File: src/rtl/icache_fetch.sv
// Direct-mapped instruction cache between the IF stage and the memory controller.
// One 32-bit word per line, single-cycle hit, miss filled from the controller's pc return path.
module icache_fetch #(
    parameter int INDEX_W = 6,
    parameter int ADDR_W  = 18
) (
    input  logic        clk,
    input  logic        rst,
    input  logic        rdy_in,
    input  logic        req_i,
    input  logic [31:0] pc_i,
    input  logic        cancel_i,
    input  logic        flush_i,
    output logic        inst_valid_o,
    output logic [31:0] inst_o,
    output logic [31:0] inst_pc_o,
    output logic        busy_o,
    output logic [31:0] mem_pc_o,
    input  logic        mem_pc_done_i,
    input  logic [31:0] mem_pc_num_i,
    input  logic [31:0] mem_inst_i
);
    // state | meaning
    // IDLE  | lookup each cycle, serve hits, mem_pc_o tracks pc_i
    // MISS  | waiting for the controller to return the word at miss_addr

    localparam int LINES = 1 << INDEX_W;
    localparam int TAG_W = ADDR_W - INDEX_W - 2;

    typedef enum logic {IDLE, MISS} state_t;
    state_t state, state_nxt;

    logic [LINES-1:0] valid_bits;
    logic [TAG_W-1:0] tag_ram  [LINES];
    logic [31:0]      data_ram [LINES];
    logic [31:0]      miss_addr;
    logic             pulse_q;

    logic [INDEX_W-1:0] pc_index;
    logic [INDEX_W-1:0] miss_index;
    logic [TAG_W-1:0]   pc_tag;
    logic [TAG_W-1:0]   miss_tag;
    logic               pc_io;
    logic               miss_io;
    logic               hit;
    logic               fill_match;
    logic               start_miss;
    logic               hit_pulse;
    logic               fill_done;
    logic               fill_we;

    assign pc_index   = pc_i[INDEX_W+1:2];
    assign pc_tag     = pc_i[ADDR_W-1:INDEX_W+2];
    assign miss_index = miss_addr[INDEX_W+1:2];
    assign miss_tag   = miss_addr[ADDR_W-1:INDEX_W+2];
    assign pc_io      = (pc_i[ADDR_W-1:ADDR_W-2] == 2'b11);
    assign miss_io    = (miss_addr[ADDR_W-1:ADDR_W-2] == 2'b11);
    assign hit        = valid_bits[pc_index] && (tag_ram[pc_index] == pc_tag) && !pc_io;
    // Only the return for the missed PC completes the miss; speculative returns are dropped.
    assign fill_match = mem_pc_done_i && (mem_pc_num_i == miss_addr);

    // A pulse held across a rdy_in stall is suppressed until the block runs again.
    assign inst_valid_o = pulse_q & rdy_in;

    always_ff @(posedge clk or negedge rst) begin
        if (!rst) begin
            state <= IDLE;
        end else if (rdy_in) begin
            state <= state_nxt;
        end
    end

    always_comb begin
        state_nxt  = state;
        start_miss = 1'b0;
        hit_pulse  = 1'b0;
        fill_done  = 1'b0;
        fill_we    = 1'b0;
        case (state)
            IDLE: begin
                if (req_i && !cancel_i) begin
                    if (hit) begin
                        hit_pulse = 1'b1;
                    end else begin
                        start_miss = 1'b1;
                        state_nxt  = MISS;
                    end
                end
            end
            MISS: begin
                if (cancel_i) begin
                    state_nxt = IDLE;
                end else if (fill_match) begin
                    fill_done = 1'b1;
                    fill_we   = !miss_io;
                    state_nxt = IDLE;
                end
            end
            default: state_nxt = IDLE;
        endcase
        if (flush_i) begin
            state_nxt  = IDLE;
            start_miss = 1'b0;
            hit_pulse  = 1'b0;
            fill_done  = 1'b0;
            fill_we    = 1'b0;
        end
    end

    always_ff @(posedge clk or negedge rst) begin
        if (!rst) begin
            pulse_q    <= 1'b0;
            inst_o     <= 32'h0;
            inst_pc_o  <= 32'h0;
            busy_o     <= 1'b0;
            mem_pc_o   <= 32'h0;
            miss_addr  <= 32'h0;
            valid_bits <= '0;
        end else if (rdy_in) begin
            pulse_q <= hit_pulse | fill_done;
            if (hit_pulse) begin
                inst_o    <= data_ram[pc_index];
                inst_pc_o <= pc_i;
            end else if (fill_done) begin
                inst_o    <= mem_inst_i;
                inst_pc_o <= miss_addr;
            end
            if (start_miss) begin
                miss_addr <= pc_i;
            end
            busy_o <= (state_nxt == MISS);
            // Held at miss_addr only while the miss stays outstanding.
            if (state == IDLE || state_nxt == IDLE) begin
                mem_pc_o <= pc_i;
            end
            if (flush_i) begin
                valid_bits <= '0;
            end else if (fill_we) begin
                valid_bits[miss_index] <= 1'b1;
            end
        end
    end

    always_ff @(posedge clk) begin
        if (rdy_in && fill_we) begin
            data_ram[miss_index] <= mem_inst_i;
            tag_ram[miss_index]  <= miss_tag;
        end
    end

endmodule

File: config.mk
export PLATFORM = sky130hd
export DESIGN_NAME = icache_fetch
export DESIGN_NICKNAME = d
export VERILOG_FILES = /design/src/rtl/icache_fetch.sv
export SDC_FILE = /design/constraint.sdc
export NUM_CORES = 2
export LEC_CHECK = 0
export BUFFER_PORTS_ARGS = -buffer_cell sky130_fd_sc_hd__buf_2
export CAP_MARGIN = 30
export CORE_MARGIN = 8
export CORE_UTILIZATION = 40
export CTS_CLUSTER_DIAMETER = 120
export DETAILED_ROUTE_END_ITERATION = 6
export PLACE_DENSITY = 0.56
export REMOVE_ABC_BUFFERS = 1
export SLEW_MARGIN = 20
export SYNTH_ARGS = -nofsm -noshare
export SYNTH_HDL_FRONTEND = slang
export SYNTH_SLANG_ARGS = --single-unit
File: constraint.sdc
create_clock -name clk -period 8 [get_ports clk]
set_input_delay 1.2 -clock clk [delete_from_list [all_inputs] [get_ports clk]]
set_output_delay 1.2 -clock clk [all_outputs]
set_load 0.1 [all_outputs]
==> flow_summary.yaml <==
outcome:
  outcome: "finished clean"
clock_network:
  cts_setup_buffers: 0
  hold_buffers: 0
  cts_sinks: 2882
  clk_pin_slew_ns: 0.06
  clock_path_buffers: 4
  worstSkewPairLatency_ns: 0.96
  ctsResizeCount: 0
  h-tree-depth: 5
  cts_buffers: 317
  cts-root-buf: "clkbuf_16"
  cts_tree: "built"
critical_path:
  worst_path_largest_cell_delay_ns: 0.92
  critPathKind: "flip-flop to flip-flop"
  crit_fanout: 67
  cp.arrival_ns: 6.25
  cp_top_family: "simple AND/OR/NAND/NOR gates"
  crit_required_ns: 8.53
  crit_path_end_kind: "flip-flop"
  cp-start-kind: "flip-flop"
  crit_buf_inv: 2
  cp_slowest_cell: "nor2_4"
  path_cells: "buf_4 > xnor2_1 > nand4_1 > nor4_1 > nand4_1 > nor4_1 > and4_4 > and3_1 > nand2_1 > nor2_4 > buf_4"
sta:
  max-slew-margin-rel: 0.292
  fin_tns_setup_ns: 0
  final-hold-violation-count: 0
  setup_viol: 0
  setup_ws_ns: 2.28
  finClkSkew_ns: 0.0822
  min_period_ns: 5.72
  grt_setup_unrepaired: "false"
  fmax_mhz: 175
  hold_ws_ns: 0.137
  fin_crit_sh: 0.715
  worst_pin_slew_ns: 1.06
  slew_violations: 0
synthesis:
  synth_top_family_by_area: "multiplexers"
  yosysUniqueCellTypes: 69
  syn_avg_cell_area_um2: 22.8
  muxShareOfSynthArea: 0.179
  synth_area_um2: 111000
  synth_top_area_frac: 0.725
  synth-async-reset-ratio: 0.0673
  ys_ff_latch: 2882
  synth-compound-area-share: 0.0210
  synth_seq_area_share: 0.769
  yosysWarnings: 0
  synth_xor_area_frac: 0.00315
  synthFlopType: "edfxtp_1"
  yosys.area_share.simple: 0.0125
  synth_fa_ha_area_frac: 0
  synthTopCellsByArea: "edfxtp_1 73%, mux4_2 16%, dfrtp_1 4.4%"
  synth_edf_count: 2688
  yosysTopAreaCell: "edfxtp_1"
  syn_inst: 4878
placed_design:
  io_buffers: 200
  dp_cells: 8724
  placed_cell_area_um2: 118000
  place_congestion: 0.828
  pre_cts_ws_ns: 1.99
  dp_hpwl_um: 183000
finish:
  fin_area_um2: 128000
  fin_util: 0.464
  area_growth_pct: 15.3
  fin_nets: 5447
  finalNonFillerCells: 9284
  layout-drive-gt1-share: 0.317
global_routing:
  grt_usage: 0.211
  grt_pass1_vias: 55081
  grt_pass1_wl_um: 443000
  antenna_found_initial: 20
  globalRouteOverflowTotal: 0
  grt_max_degree: 110
floorplan:
  die_y_um: 544
  dieWidth_um: 544
  row_count: 193
  dieArea_um2: 295000
  core_um2: 277000
  start_util: 0.402
  pin_count: 201
route:
  vias: 54625
  via_per_inst: 5.88
  antenna_left: 0
  drc: 0
  drt_iter0_drc: 6507
  drt_pass1_iterations: 5
  wl_per_cell_um: 34.1
  drt_wl_total_um: 316000
job:
  cap_violations: 0
pwr:
  p_leak_nw: 41.5
  finalPower_mw: 32.7
  powerDensity_nw_per_um2: 254
  peakVddDrop_uv: 209
min_path:
  min_path_type: "primary input to async pin"
[layout by cell type (no fill, tap or decap), types with 34 or more instances in the layout]
cell type | netlist | layout
edfxtp_1 | 2688 | 2688
mux4_2 | 781 | 781
clkbuf_16 | 0 | 324
buf_2 | 70 | 192
dfrtp_1 | 194 | 185
buf_4 | 31 | 151
mux2i_1 | 144 | 144
nand2_1 | 113 | 112
clkbuf_1 | 101 | 71
nor2_4 | 0 | 64
o21a_1 | 64 | 64
buf_12 | 3 | 61
clkinv_2 | 0 | 57
mux2_2 | 54 | 54
clkinv_1 | 0 | 49
a21oi_1 | 49 | 47
a22oi_1 | 44 | 44
nor2_1 | 100 | 36
inv_1 | 36 | 35
xnor2_1 | 34 | 34
[final cells by class]
class	count	area, um^2
fillers	22895	148000
flip-flops and latches	2882	85600
multi-input cells	1687	24600
clock buffers	414	8640
well taps	3705	4640
repair buffers	417	3610
clock inverters	136	1160
inverters	39	155
diodes	4	10.0
[sequential cells by signal (all words and copies together), names as in the netlist]
register and cells:
tag_ram 640, valid_bits 64, miss_addr 32, pulse_q 1, busy_o 1, inst_o 32
inst_pc_o 32, data_ram 2048, mem_pc_o 32
[cells by family (layout without fill, tap and decap cells)]
kind of cell / after synthesis / after routing
DFF: 2882 / 2882
muxes: 1008 / 1008
AOI/OAI and AO/OA: 332 / 332
buffers and inverters: 309 / 1006
and+or+nand+nor: 307 / 307
xor gates and xnor gates: 40 / 40
other: 0 / 4
[where the power goes]
| group | internal, mW | leakage (nW) | total, mW | switching [mW] |
|---|---|---|---|---|
| Combinational | 0.635 | 10.1 | 1.91 | 1.28 |
| Clock | 8.21 | 4.83 | 14.0 | 5.74 |
| Sequential | 16.7 | 26.6 | 16.8 | 0.0719 |
[layer usage]
metal,vias to the layer above,global-route usage,wire [um],part of all wire
li1,21589,-,-,-
met1,30318,0.307,136000,0.43
met2,2276,0.334,150000,0.47
met3,436,0.0364,23000,0.073
met4,6,0.0496,7420,0.023
met5,-,0,39,0.00012
[cell usage after synthesis, types with 4 or more instances]
| cell type | n |
|---|---|
| edfxtp_1 | 2688 |
| mux4_2 | 781 |
| dfrtp_1 | 194 |
| mux2i_1 | 144 |
| nand2_1 | 113 |
| clkbuf_1 | 101 |
| nor2_1 | 100 |
| buf_2 | 70 |
| o21a_1 | 64 |
| mux2_2 | 54 |
| a21oi_1 | 49 |
| a22oi_1 | 44 |
| buf_6 | 36 |
| inv_1 | 36 |
| xnor2_1 | 34 |
| a21o_1 | 33 |
| o32ai_1 | 33 |
| buf_4 | 31 |
| mux2_1 | 29 |
| buf_1 | 27 |
| o21ai_1 | 25 |
| nand3_1 | 20 |
| nand4_1 | 15 |
| o21ai_0 | 15 |
| a221oi_1 | 13 |
| nor2b_1 | 12 |
| o22ai_1 | 12 |
| nor3_1 | 10 |
| o211ai_1 | 10 |
| o31ai_1 | 9 |
| a211oi_1 | 6 |
| xor2_1 | 6 |
| nand2b_1 | 5 |
| and3_1 | 4 |
| nor4_1 | 4 |
| or3_1 | 4 |
[path summary, 6_finish.rpt]
check | start | endpoint | slack, ns | depth (start not counted)
max | miss_addr[10]$_DFFE_PN0P_ | data_ram[28][26]$_DFFE_PP_ | 2.28 | 11
min | rst | inst_o[20]$_DFFE_PN0P_ | 0.14 | 1
max reg2reg | miss_addr[10]$_DFFE_PN0P_ | data_ram[28][26]$_DFFE_PP_ | 2.28 | 11
min reg2reg | inst_o[16]$_DFFE_PN0P_ | inst_o[16]$_DFFE_PN0P_ | 0.47 | 1
max in group asynchronous | rst | inst_o[1]$_DFFE_PN0P_ | 6.84 | 2
min in group clk | inst_o[16]$_DFFE_PN0P_ | inst_o[16]$_DFFE_PN0P_ | 0.47 | 1
Power figures use the tool's default switching activity.
